--- src/rtl/psum_pkg.sv ---
// rtl/psum_pkg.sv - shared widths, defaults and FSM encoding for the partial-sum accumulator
package psum_pkg;

  localparam int DEF_NUM_ACC        = 64;
  localparam int DEF_MAX_NUM_FILTER = 1;

  typedef enum logic [1:0] {
    S_IDLE  = 2'd0,
    S_ACCUM = 2'd1,
    S_HOLD  = 2'd2
  } psum_state_e;

  // Width of a shifted partial sum as delivered by the shift-and-add stage.
  function automatic int bit_input_shift(input int bit_in);
    return bit_in;
  endfunction

  // Extra bits needed so that num_acc accumulated beats can never overflow.
  function automatic int adc_precision(input int num_acc);
    return $clog2(num_acc);
  endfunction

  // Full lane result width.
  function automatic int bit_acc(input int bit_in, input int num_acc);
    return bit_input_shift(bit_in) + adc_precision(num_acc);
  endfunction

  // Width able to hold any sequence length from 0 to num_acc.
  function automatic int bit_len(input int num_acc);
    return $clog2(num_acc + 1);
  endfunction

endpackage

--- src/rtl/psum_acc_lane.sv ---
// rtl/psum_acc_lane.sv - one filter lane: sign-extend, load/add select, accumulator register
module psum_acc_lane
  import psum_pkg::*;
#(
  parameter int BIT_IN  = 21,
  parameter int BIT_ACC = 27
) (
  input  logic               clk,
  input  logic               rst_n,
  input  logic               load,
  input  logic               add,
  input  logic [BIT_IN-1:0]  psum,
  output logic [BIT_ACC-1:0] acc_d,
  output logic [BIT_ACC-1:0] acc_q
);

  logic [BIT_ACC-1:0] psum_ext;

  assign psum_ext = {{(BIT_ACC-BIT_IN){psum[BIT_IN-1]}}, psum};

  // Next accumulator value; the top also uses it to capture the final sum in the same cycle.
  always_comb begin
    acc_d = acc_q;
    if (load) begin
      acc_d = psum_ext;
    end else if (add) begin
      acc_d = acc_q + psum_ext;
    end
  end

  // Accumulator register.
  always_ff @(posedge clk or negedge rst_n) begin
    if (!rst_n) begin
      acc_q <= '0;
    end else begin
      acc_q <= acc_d;
    end
  end

endmodule

--- src/rtl/psum_accumulator.sv ---
// rtl/psum_accumulator.sv - per-filter partial-sum accumulator with valid/ready result register
module psum_accumulator
  import psum_pkg::*;
#(
  parameter int  BIT_IN         = 21,
  parameter int  MAX_NUM_FILTER = DEF_MAX_NUM_FILTER,
  parameter int  NUM_ACC        = DEF_NUM_ACC,
  localparam int BIT_LEN        = bit_len(NUM_ACC),
  localparam int BIT_ACC        = bit_acc(BIT_IN, NUM_ACC)
) (
  input  logic                              clk,
  input  logic                              rst_n,
  input  logic                              in_valid,
  input  logic [MAX_NUM_FILTER*BIT_IN-1:0]  PSUM_IN,
  input  logic [BIT_LEN-1:0]                ACC_LEN,
  output logic                              in_ready,
  output logic                              out_valid,
  input  logic                              out_ready,
  output logic [MAX_NUM_FILTER*BIT_ACC-1:0] ACC_OUT,
  output logic                              drop_err
);

  psum_state_e state_q, state_d;
  logic [BIT_LEN-1:0] cnt_q, cnt_d, cnt_inc;
  logic [BIT_LEN-1:0] len_q, len_d, len_eff;
  logic accept, out_free;
  logic lane_load, lane_add, last_beat;
  logic out_load_new, out_load_held;
  logic [MAX_NUM_FILTER*BIT_ACC-1:0] acc_d, acc_q;

  assign in_ready = (state_q != S_HOLD);
  assign accept   = in_valid && in_ready;
  assign out_free = !out_valid || out_ready;
  assign cnt_inc  = cnt_q + BIT_LEN'(1);

  // Sequence length as sampled on the first beat: 0 behaves as 1, oversize clamps to NUM_ACC.
  always_comb begin
    len_eff = ACC_LEN;
    if (ACC_LEN == '0) begin
      len_eff = BIT_LEN'(1);
    end else if (ACC_LEN > BIT_LEN'(NUM_ACC)) begin
      len_eff = BIT_LEN'(NUM_ACC);
    end
  end

  // Next-state, beat counter and lane/output control.
  always_comb begin
    state_d       = state_q;
    cnt_d         = cnt_q;
    len_d         = len_q;
    lane_load     = 1'b0;
    lane_add      = 1'b0;
    last_beat     = 1'b0;
    out_load_new  = 1'b0;
    out_load_held = 1'b0;
    case (state_q)
      S_IDLE: begin
        if (accept) begin
          lane_load = 1'b1;
          cnt_d     = BIT_LEN'(1);
          len_d     = len_eff;
          if (len_eff == BIT_LEN'(1)) begin
            last_beat = 1'b1;
          end else begin
            state_d = S_ACCUM;
          end
        end
      end
      S_ACCUM: begin
        if (accept) begin
          lane_add = 1'b1;
          cnt_d    = cnt_inc;
          if (cnt_inc == len_q) begin
            last_beat = 1'b1;
          end
        end
      end
      S_HOLD: begin
        if (out_free) begin
          out_load_held = 1'b1;
          state_d       = S_IDLE;
        end
      end
      default: begin
        state_d = S_IDLE;
      end
    endcase
    if (last_beat) begin
      cnt_d = '0;
      if (out_free) begin
        out_load_new = 1'b1;
        state_d      = S_IDLE;
      end else begin
        state_d = S_HOLD;
      end
    end
  end

  // FSM, counter and captured length registers.
  always_ff @(posedge clk or negedge rst_n) begin
    if (!rst_n) begin
      state_q <= S_IDLE;
      cnt_q   <= '0;
      len_q   <= '0;
    end else begin
      state_q <= state_d;
      cnt_q   <= cnt_d;
      len_q   <= len_d;
    end
  end

  // Result register: a new result may replace the one being handed off in the same cycle.
  always_ff @(posedge clk or negedge rst_n) begin
    if (!rst_n) begin
      ACC_OUT   <= '0;
      out_valid <= 1'b0;
    end else if (out_load_new) begin
      ACC_OUT   <= acc_d;
      out_valid <= 1'b1;
    end else if (out_load_held) begin
      ACC_OUT   <= acc_q;
      out_valid <= 1'b1;
    end else if (out_ready) begin
      out_valid <= 1'b0;
    end
  end

  // Sticky flag for beats offered while the block was stalled.
  always_ff @(posedge clk or negedge rst_n) begin
    if (!rst_n) begin
      drop_err <= 1'b0;
    end else if (in_valid && !in_ready) begin
      drop_err <= 1'b1;
    end
  end

  for (genvar i = 0; i < MAX_NUM_FILTER; i++) begin : g_lane
    psum_acc_lane #(
      .BIT_IN  (BIT_IN),
      .BIT_ACC (BIT_ACC)
    ) u_lane (
      .clk   (clk),
      .rst_n (rst_n),
      .load  (lane_load),
      .add   (lane_add),
      .psum  (PSUM_IN[i*BIT_IN +: BIT_IN]),
      .acc_d (acc_d[i*BIT_ACC +: BIT_ACC]),
      .acc_q (acc_q[i*BIT_ACC +: BIT_ACC])
    );
  end

endmodule

--- config.mk ---
export PLATFORM = sky130hd
export DESIGN_NAME = psum_accumulator
export DESIGN_NICKNAME = d
export VERILOG_FILES = /design/src/rtl/psum_pkg.sv /design/src/rtl/psum_acc_lane.sv /design/src/rtl/psum_accumulator.sv
export SDC_FILE = /design/constraint.sdc
export NUM_CORES = 1
export LEC_CHECK = 0
export CAP_MARGIN = 20
export CORE_ASPECT_RATIO = 0.6
export CORE_MARGIN = 10
export CORE_UTILIZATION = 25
export CTS_CLUSTER_DIAMETER = 30
export DETAILED_ROUTE_END_ITERATION = 7
export SLEW_MARGIN = 20
export SYNTH_ARGS = -nofsm -noshare
export SYNTH_HDL_FRONTEND = slang
export SYNTH_HIERARCHICAL = 1
export SYNTH_SLANG_ARGS = --single-unit
--- constraint.sdc ---
create_clock -name clk -period 2.93 [get_ports clk]
set_input_delay 0.4395 -clock clk [delete_from_list [all_inputs] [get_ports clk]]
set_output_delay 0.4395 -clock clk [all_outputs]
set_load 0.01 [all_outputs]
# --- Word level (Yosys, flattened, before mapping) ---
# Index checks and enable logic that the tools add are counted.
totals:
  reg_bits: 72
  latchBits: 0
  ram_bits: 0
  mem_bits_ro: 0
  inputBits: 32
  out_inout_bits: 30
  elab_cells: 63
  mem_count: 0
op_classes:
  addsub: 2
  mul: 0
  div_mod_pow: 0
  n_lt_le_gt_ge: 1
  eq_ne: 10
  shifts: 0
  muxes: 30
  n_bitwise: 0
  reduce_logical: 13
op_table:
  columns: ["operator", "count"]
  rows:
  - ["27-bit two-way mux", 4]
  - ["7-bit two-way mux", 5]
  - ["27-bit adder", 1]
  - ["7-bit one-hot mux with 2 select lines", 1]
  - ["1-bit two-way mux", 13]
  - ["3-bit inequality test (second input constant)", 4]
  - ["2-bit two-way mux", 5]
  - ["7-bit by 1-bit adder with 7-bit output (second input constant)", 1]
  - ["7-bit by 1-bit == test with 1-bit output (second input constant)", 1]
  - ["7-bit == test", 1]
  - ["7-bit > comparator (second input constant)", 1]
  - ["7-bit logical NOT", 1]
  - ["2-bit one-hot mux with 3 select lines", 1]
  - ["3-bit nonzero test", 2]
  - ["2-bit inequality test (second input constant)", 2]
  - ["4-bit AND reduction", 1]
  - ["3-bit AND reduction", 1]
  - ["2-bit by 1-bit == test with 1-bit output (second input constant)", 1]
  - ["2-bit == test (second input constant)", 1]
  - ["1-bit logical AND", 2]
  - ["1-bit logical NOT", 2]
  - ["2-bit logical NOT", 1]
  - ["1-bit one-hot mux with 2 select lines", 1]
  - ["2-bit AND reduction", 1]
  - ["2 further kinds", 2]

# --- Depth between registers and ports, before layout ---
# Gate-level depths: netlist of the first run.
logic_depth:
  depth_word: 9
  depth_mapped: 13
  depth_no_buf: 12

# --- Modules after synthesis ---
# The synthesis of the first run kept the hierarchy.
modules_own_cells:
  columns: ["mod", "instances", "cells_each", "area_per_inst_um2", "seq_area_each_um2"]
  rows:
  - ["psum_acc_lane", 1, 336, 2700.1, 675.6]
  - ["psum_accumulator", 1, 265, 2532.4, 1126.1]

# --- Worst setup path before layout of the first run ---
# No wires, ideal clock.
synth_timing:
  path_type: "in2reg"
  from: "input PSUM_IN[0]"
  to: "register ACC_OUT[26]"
  setup_ps: 131
  arrival_time_ps: 2372
  required_time_ps: 2799
  slack_ps: 427
  cell_stages: 12
  path_buffers: 0
  cell_sequence: "ha_1 -> inv_1 -> fa_1 -> nor2b_1 -> o31a_1 -> o21ai_2 -> a211oi_2 -> nor2b_2 -> o21a_1 -> a311o_1 -> inv_1 -> o221ai_2"
synth_via:
  elab_chain_len: 4
synth_rtl:
  columns: ["element", "line", "source"]
  rows:
  - ["from (decl)", "psum_accumulator.sv:14", "input logic [MAX_NUM_FILTER*BIT_IN-1:0] PSUM_IN,"]
  - ["27-bit adder", "psum_acc_lane.sv:27", "acc_d = acc_q + psum_ext;"]
  - ["27-bit two-way mux", "psum_acc_lane.sv:26", "end else if (add) begin"]
  - ["27-bit two-way mux", "psum_acc_lane.sv:24", "if (load) begin"]
  - ["via acc_d[26]", "psum_accumulator.sv:29", "logic [MAX_NUM_FILTER*BIT_ACC-1:0] acc_d, acc_q;"]
  - ["27-bit two-way mux", "psum_accumulator.sv:117", "end else if (out_load_new) begin"]
  - ["to (signal assigned)", "psum_accumulator.sv:121", "ACC_OUT <= acc_q;"]
  - ["to (decl)", "psum_accumulator.sv:19", "output logic [MAX_NUM_FILTER*BIT_ACC-1:0] ACC_OUT,"]
# The timed path passes the listed nets, and every way through them passes these cells.
# A chain may end at the register's enable or synchronous reset.

# --- Worst setup path in the final report of the first run ---
layout_timing:
  from: "input PSUM_IN[6]"
  to: "register ACC_OUT[26]"
# The elaborated chain is that of the path after synthesis.

==> flow_metrics.env, run 1 <==
export IMPL_synth_xor_area_share_pct=4.328
export IMPL_synthArstFlopShare_pct=100.0
export IMPL_design_area_um2=7038
export IMPL_outcome="complete, no violations"
export IMPL_drive_gt1_share_pct=19.94
export IMPL_drt_initial_drc_count=316
export IMPL_layout_common_cells="nand2_1 (85), dfrtp_1 (72), buf_4 (69)"
export IMPL_p_per_area_nw_per_um2=1050
export IMPL_clock_path_buffers=2
export IMPL_start_util_pct=25.81
export IMPL_wirelength_um=15370
export IMPL_crit_family="compound AO/OA/AOI/OAI gates"
export IMPL_crit_type="input port to flop"
export IMPL_h_tree_depth=3
export IMPL_grt_pass1_vias=4536
export IMPL_rr_worst_depth=10
export IMPL_synth_compound_area_share_pct=27.09
export IMPL_finalCoreUtilization_pct=34.72
export IMPL_r2r_slack_ns=0.25
export IMPL_routedWlPerCell_um=15.45
export IMPL_synth_top_family_by_area="compound AO/OA/AOI/OAI gates"
export IMPL_max_slew_worst_pin_slew_ns=0.5826
export IMPL_hold_ws_ns=0.09111
export IMPL_ys_ff_latch=72
export IMPL_cap_violations=0
export IMPL_setup_worst_path_end_class="flop"
export IMPL_synth_edf_count=0
export IMPL_dieArea_um2=27310
export IMPL_synth_area_top_cells="dfrtp_1 (34%), ha_1 (6.5%), nand2_1 (6.1%), o221ai_2 (5.7%), inv_1 (4.9%)"
export IMPL_reg2reg_from="g_lane[0].u_lane/acc_q[6]$_DFF_PN0_"
export IMPL_ys_warn_count=6
export IMPL_avgSynthCellArea_um2=8.706
export IMPL_yosysUniqueCellTypes=72
export IMPL_worst_path_buf_inv=2
export IMPL_grt_overflow_total=0
export IMPL_grt_max_degree=73
export IMPL_die_h_um=132.1
export IMPL_insertion_delay_ns=0.34
export IMPL_finClkSkew_ns=0.006003
export IMPL_syn_to_final_growth_pct=34.51
export IMPL_grt_use_total_pct=11.28
export IMPL_io_pin_count=62
export IMPL_synthesis_nets=661
export IMPL_ctsHoldBuffers=0
export IMPL_critPathSlowestCell="clkdlybuf4s50_1"
export IMPL_drv_slew=0
export IMPL_min_period_ns=2.836
export IMPL_crit_cells=11
export IMPL_synth_seq_area_share_pct=34.43
export IMPL_finalHoldViolations=0
export IMPL_synthAdderAreaFrac_pct=6.839
export IMPL_fp_row_count=40
export IMPL_syn_inst=601
export IMPL_max_vdd_ir_drop_mv=0.4050
export IMPL_synth_area_um2=5233
export IMPL_min_path_type="input port to async pin"
export IMPL_finalCritPeriodShare_pct=96.80
export IMPL_grt_pass1_wl_um=24850
export IMPL_ys_flop_type="dfrtp_1"
export IMPL_setup_violations_final=0
export IMPL_drtAntennaViolNets=0
export IMPL_synth_top_cell_area_share_pct=34.43
export IMPL_timing_rr_end="ACC_OUT[26]$_DFFE_PN0P_"
export IMPL_antenna_found_initial=0
export IMPL_drc=0
export IMPL_worst_path_max_fanout=6
export IMPL_cts_sinks=72
export IMPL_slew_headroom_pct=61.16
export IMPL_antenna_cells=0
export IMPL_core_area_um2=20270
export IMPL_final_common_cell="nand2_1"
export IMPL_cts_tree="yes"
export IMPL_synth_simple_area_share_pct=17.07
export IMPL_worstSetupStartpointType="input port"
export IMPL_io_buffers=61
export IMPL_power_leakage_nw=3.147
export IMPL_fmaxAchievable_mhz=352.6
export IMPL_place_hpwl_um=11590
export IMPL_dr_pass1_iters=4
export IMPL_vias_per_cell=4.784
export IMPL_nNetsFinal=777
export IMPL_synth_top_area_cell="dfrtp_1"
export IMPL_clockRootBuffer="clkbuf_16"
export IMPL_cp_cell_sequence="clkdlybuf4s50_1 -> ha_1 -> o21ai_1 -> a2111oi_4 -> o21ai_4 -> a211oi_2 -> nor2b_2 -> o21a_1 -> a311o_1 -> inv_1 -> o221ai_2"
export IMPL_vias=4760
export IMPL_gp_congestion=0.9105
export IMPL_arrival_ns=3.06
export IMPL_synth_mux_area_share_pct=2.511
export IMPL_chipWidth_um=206.8
export IMPL_cp_slowest_stage_delay_ns=0.45
export IMPL_numCtsBuffers=9
export IMPL_required_ns=3.15
export IMPL_grt_setup_unrepaired="no"
export IMPL_placed_area_um2=6571
export IMPL_clk_transition_reported_paths_ns=0.06
[per-stage QoR]
stage / cells / setup TNS [ns] / worst slack [ns] / power [mW]
3_5_place_dp: 976 / -4.337 / -0.2806 / 5.939
3_3_place_gp: 976 / -3.308 / -0.2292 / 5.887
4_1_cts: 992 / 0 / 0.07316 / 7.306
5_1_grt: 995 / 0 / 0.01802 / 8.021
6_report: 995 / 0 / 0.09365 / 7.390
2_1_floorplan: 601 / 0 / 0.4267 / 4.388
[Yosys cell counts, types with 2 or more instances]
master      n
nand2_1    85
dfrtp_1    72
inv_1      68
o21ai_0    47
a21oi_1    35
nor2_1     28
ha_1       27
o221ai_2   20
a21o_1     18
xor2_1     15
clkbuf_1   13
mux2i_1    12
nand3_1    11
nor3_1     11
nand2b_1    9
o221ai_1    9
xnor2_1     9
nor2b_1     8
o21a_1      7
a211oi_1    6
a22oi_1     4
a31oi_1     4
buf_2       4
o211ai_1    4
o31ai_1     4
a211o_1     3
a311oi_1    3
buf_1       3
buf_4       3
nor4_1      3
a2111oi_0   2
a31o_2      2
a41oi_1     2
and2_1      2
and3_1      2
and3_2      2
buf_8       2
nand3b_1    2
o2111ai_1   2
o21bai_1    2
o2bb2ai_1   2
o31a_1      2
or2_2       2
or3_1       2
[cell families (layout without fill, tap and decap cells)]
logic type | count (synthesis) | count (layout)
compound gates | 187 | 187
xor+xnor | 25 | 25
fa+ha+maj | 28 | 28
buf+inv | 95 | 216
flops | 72 | 72
mux | 13 | 13
simple gates | 181 | 181
[layer usage]
layer  GRT usage [%]  part of all wire (%)  vias to the layer above
met5               0                     0                        -
li1                -                     -                     2382
met2           14.78                    40                       99
met3           3.657                   5.8                       10
met4           2.164                  0.64                        0
met1           17.14                    54                     2269
[layout make-up]
cell class,count,area (um^2)
clock buffer,11,252.7
inverter,68,255.2
sequential,72,1802
clock inverter,5,102.6
fill,2108,13230
multi-input combinational,434,3103
tap,273,341.6
timing repair buffer,132,1181
[worst max path at each step]
stage	start	end	slack, ns
6_report	PSUM_IN[6]	ACC_OUT[26]$_DFFE_PN0P_	0.09
5_1_grt	PSUM_IN[11]	ACC_OUT[26]$_DFFE_PN0P_	0.02
4_1_cts	PSUM_IN[0]	ACC_OUT[10]$_DFFE_PN0P_	0.07
3_5_place_dp	PSUM_IN[0]	ACC_OUT[26]$_DFFE_PN0P_	-0.28
3_3_place_gp	PSUM_IN[0]	ACC_OUT[12]$_DFFE_PN0P_	-0.23
2_1_floorplan	PSUM_IN[0]	ACC_OUT[26]$_DFFE_PN0P_	0.43
[timing repair]
item	4_1_cts	5_1_grt
setup buffers	0	2
endpoints found under the setup margin	0	15
gates resized for setup	0	23
[state kept, by name (all words and copies together), names as in the netlist]
name and flops:
ACC_OUT 27, g_lane.u_lane/acc_q 27, cnt_q 7, len_q 7
state_q 2, drop_err 1, out_valid 1
[report_power, final]
group / internal, mW / leakage (nW) / switching, mW
clock network: 0.877 / 0.172 / 0.442
registers: 1.44 / 0.891 / 0.363
logic: 2.08 / 2.08 / 2.19
total: 4.40 / 3.15 / 2.99
(Power assumes the default switching activity.)
==> inputs of run 2 (changes only) <==
Settings changed: CORE_UTILIZATION 25 to 40, CTS_CLUSTER_SIZE from default to 20, PLACE_DENSITY from default to 0.59.
==> flow_metrics.env, run 2 (synthesis results as in run 1) <==
export IMPL_ctsHoldBuffers=0
export IMPL_min_path_type="input port to async pin"
export IMPL_drt_initial_drc_count=357
export IMPL_io_buffers=61
export IMPL_drtAntennaViolNets=0
export IMPL_netSwitchingFraction_pct=41.26
export IMPL_cts_sinks=72
export IMPL_finClkSkew_ns=0.007671
export IMPL_finalCritPeriodShare_pct=98.34
export IMPL_arrival_ns=3.08
export IMPL_drive_gt1_share_pct=19.39
export IMPL_worst_path_max_fanout=2
export IMPL_dieArea_um2=18210
export IMPL_antenna_cells=0
export IMPL_grt_max_degree=73
export IMPL_worstSetupStartpointType="input port"
export IMPL_nNetsFinal=777
export IMPL_power_frac_seq_pct=24.9
export IMPL_p_sw_mw=3.023
export IMPL_layout_common_cells="nand2_1 (85), dfrtp_1 (72), buf_4 (69)"
export IMPL_vias_per_cell=5.489
export IMPL_min_period_ns=2.881
export IMPL_reg2reg_from="g_lane[0].u_lane/acc_q[18]$_DFF_PN0_"
export IMPL_grt_use_total_pct=17.28
export IMPL_finalCoreUtilization_pct=53.46
export IMPL_slew_headroom_pct=35.98
export IMPL_tns_ns=0
export IMPL_comb_power_share_pct=59.0
export IMPL_power_leakage_nw=3.112
export IMPL_timing_rr_end="ACC_OUT[25]$_DFFE_PN0P_"
export IMPL_drc=0
export IMPL_grt_pass1_vias=4969
export IMPL_clock_path_buffers=2
export IMPL_h_tree_depth=3
export IMPL_place_hpwl_um=11880
export IMPL_fillerInstances=1209
export IMPL_core_area_um2=12810
export IMPL_top_regs="ACC_OUT: 27 flops, g_lane.u_lane/acc_q: 27 flops"
export IMPL_start_util_pct=40.84
export IMPL_setup_worst_path_end_class="flop"
export IMPL_final_common_cell="nand2_1"
export IMPL_required_ns=3.13
export IMPL_wirelength_um=15660
export IMPL_antenna_found_initial=0
export IMPL_routedWlPerCell_um=17.55
export IMPL_p_per_area_nw_per_um2=1070
export IMPL_power_total_mw=7.326
export IMPL_fp_row_count=32
export IMPL_gp_congestion=0.9017
export IMPL_outcome="complete, no violations"
export IMPL_power_share_clock_pct=16.1
export IMPL_setup_violations_final=0
export IMPL_insertion_delay_ns=0.33
export IMPL_die_h_um=108.6
export IMPL_r2r_slack_ns=0.21
export IMPL_crit_type="input port to flop"
export IMPL_dr_pass1_iters=5
export IMPL_clk_transition_reported_paths_ns=0.06
export IMPL_rr_worst_depth=11
export IMPL_max_vdd_ir_drop_mv=0.3956
export IMPL_grt_overflow_total=0
export IMPL_numCtsBuffers=9
export IMPL_cap_violations=0
export IMPL_clockRootBuffer="clkbuf_16"
export IMPL_drv_slew=0
export IMPL_syn_to_final_growth_pct=30.89
export IMPL_io_pin_count=62
export IMPL_fmaxAchievable_mhz=347.1
export IMPL_finalHoldViolations=0
export IMPL_vias=4896
export IMPL_p_int_mw=4.303
export IMPL_chipWidth_um=167.7
export IMPL_max_slew_worst_pin_slew_ns=0.9604
export IMPL_cts_tree="yes"
export IMPL_grt_pass1_wl_um=25850
==> run 2: what timing repair did <==
action	in CTS	in global routing
endpoints found under the setup margin	1	18
buffers inserted	1	2
resized for setup	0	20
pin swaps	1	4
==> run 2: layer usage <==
layer	vias to the layer above	wire, um	GRT usage, %
met1	2370	7978	24.25
met5	-	0	0
met4	0	100	3.837
met3	11	944	4.928
li1	2373	-	-
met2	142	6634	25.75
==> run 2: worst max-delay path, cell delays in order <==
cell and delay, ns:
clkdlybuf4s50_1 0.51, ha_1 0.25, a21o_1 0.16, a21o_1 0.17
a21o_1 0.20, a2111oi_1 0.63, buf_4 0.22, o21ai_0 0.09
mux2i_1 0.19, nor3_2 0.08, inv_1 0.07, o221ai_2 0.08
==> run 2: power groups by stage <==
stage / registers, mW / logic, mW / clock network, mW
2_1_floorplan: 1.80 / 2.59 / 0
3_3_place_gp: 1.81 / 4.06 / 0
3_5_place_dp: 1.83 / 4.17 / 0
6_report: 1.82 / 4.32 / 1.18
4_1_cts: 1.82 / 4.21 / 1.22
5_1_grt: 1.89 / 4.79 / 1.26
==> run 2: worst max path at each step <==
stage,startpoint,endpoint
global route,PSUM_IN[18],ACC_OUT[25]$_DFFE_PN0P_
detailed placement,PSUM_IN[0],ACC_OUT[14]$_DFFE_PN0P_
CTS,PSUM_IN[0],ACC_OUT[14]$_DFFE_PN0P_
global placement,PSUM_IN[0],ACC_OUT[26]$_DFFE_PN0P_
finish,PSUM_IN[18],ACC_OUT[25]$_DFFE_PN0P_
floorplan,PSUM_IN[0],ACC_OUT[26]$_DFFE_PN0P_
==> run 2: through the flow <==
step,instances,hold WS (ns),setup slack (ns),cell area (um^2)
floorplan,601,0.1439,0.4267,5233
global placement,873,0.4559,-0.2493,6455
detailed placement,873,0.4625,-0.3589,6455
CTS,890,0.2932,0.01471,6778
global route,892,0.3424,-0.02968,6849
finish,892,0.2631,0.04861,6849
==> run 2: final cells by class <==
type | instances | area, um^2 | area share, %
clock buffer | 13 | 250.2 | 3.654
clock inverter | 3 | 65.06 | 0.9499
inverter | 68 | 255.2 | 3.727
multi-input combinational | 434 | 3085 | 45.05
sequential | 72 | 1802 | 26.31
tap | 170 | 212.7 | 3.106
timing repair buffer | 132 | 1179 | 17.21
==> inputs of run 3 (changes only) <==
Settings changed: CTS_CLUSTER_DIAMETER 30 to default.
==> results of run 3 <==
The final DEF is identical to that of run 2; final timing and power are the same.
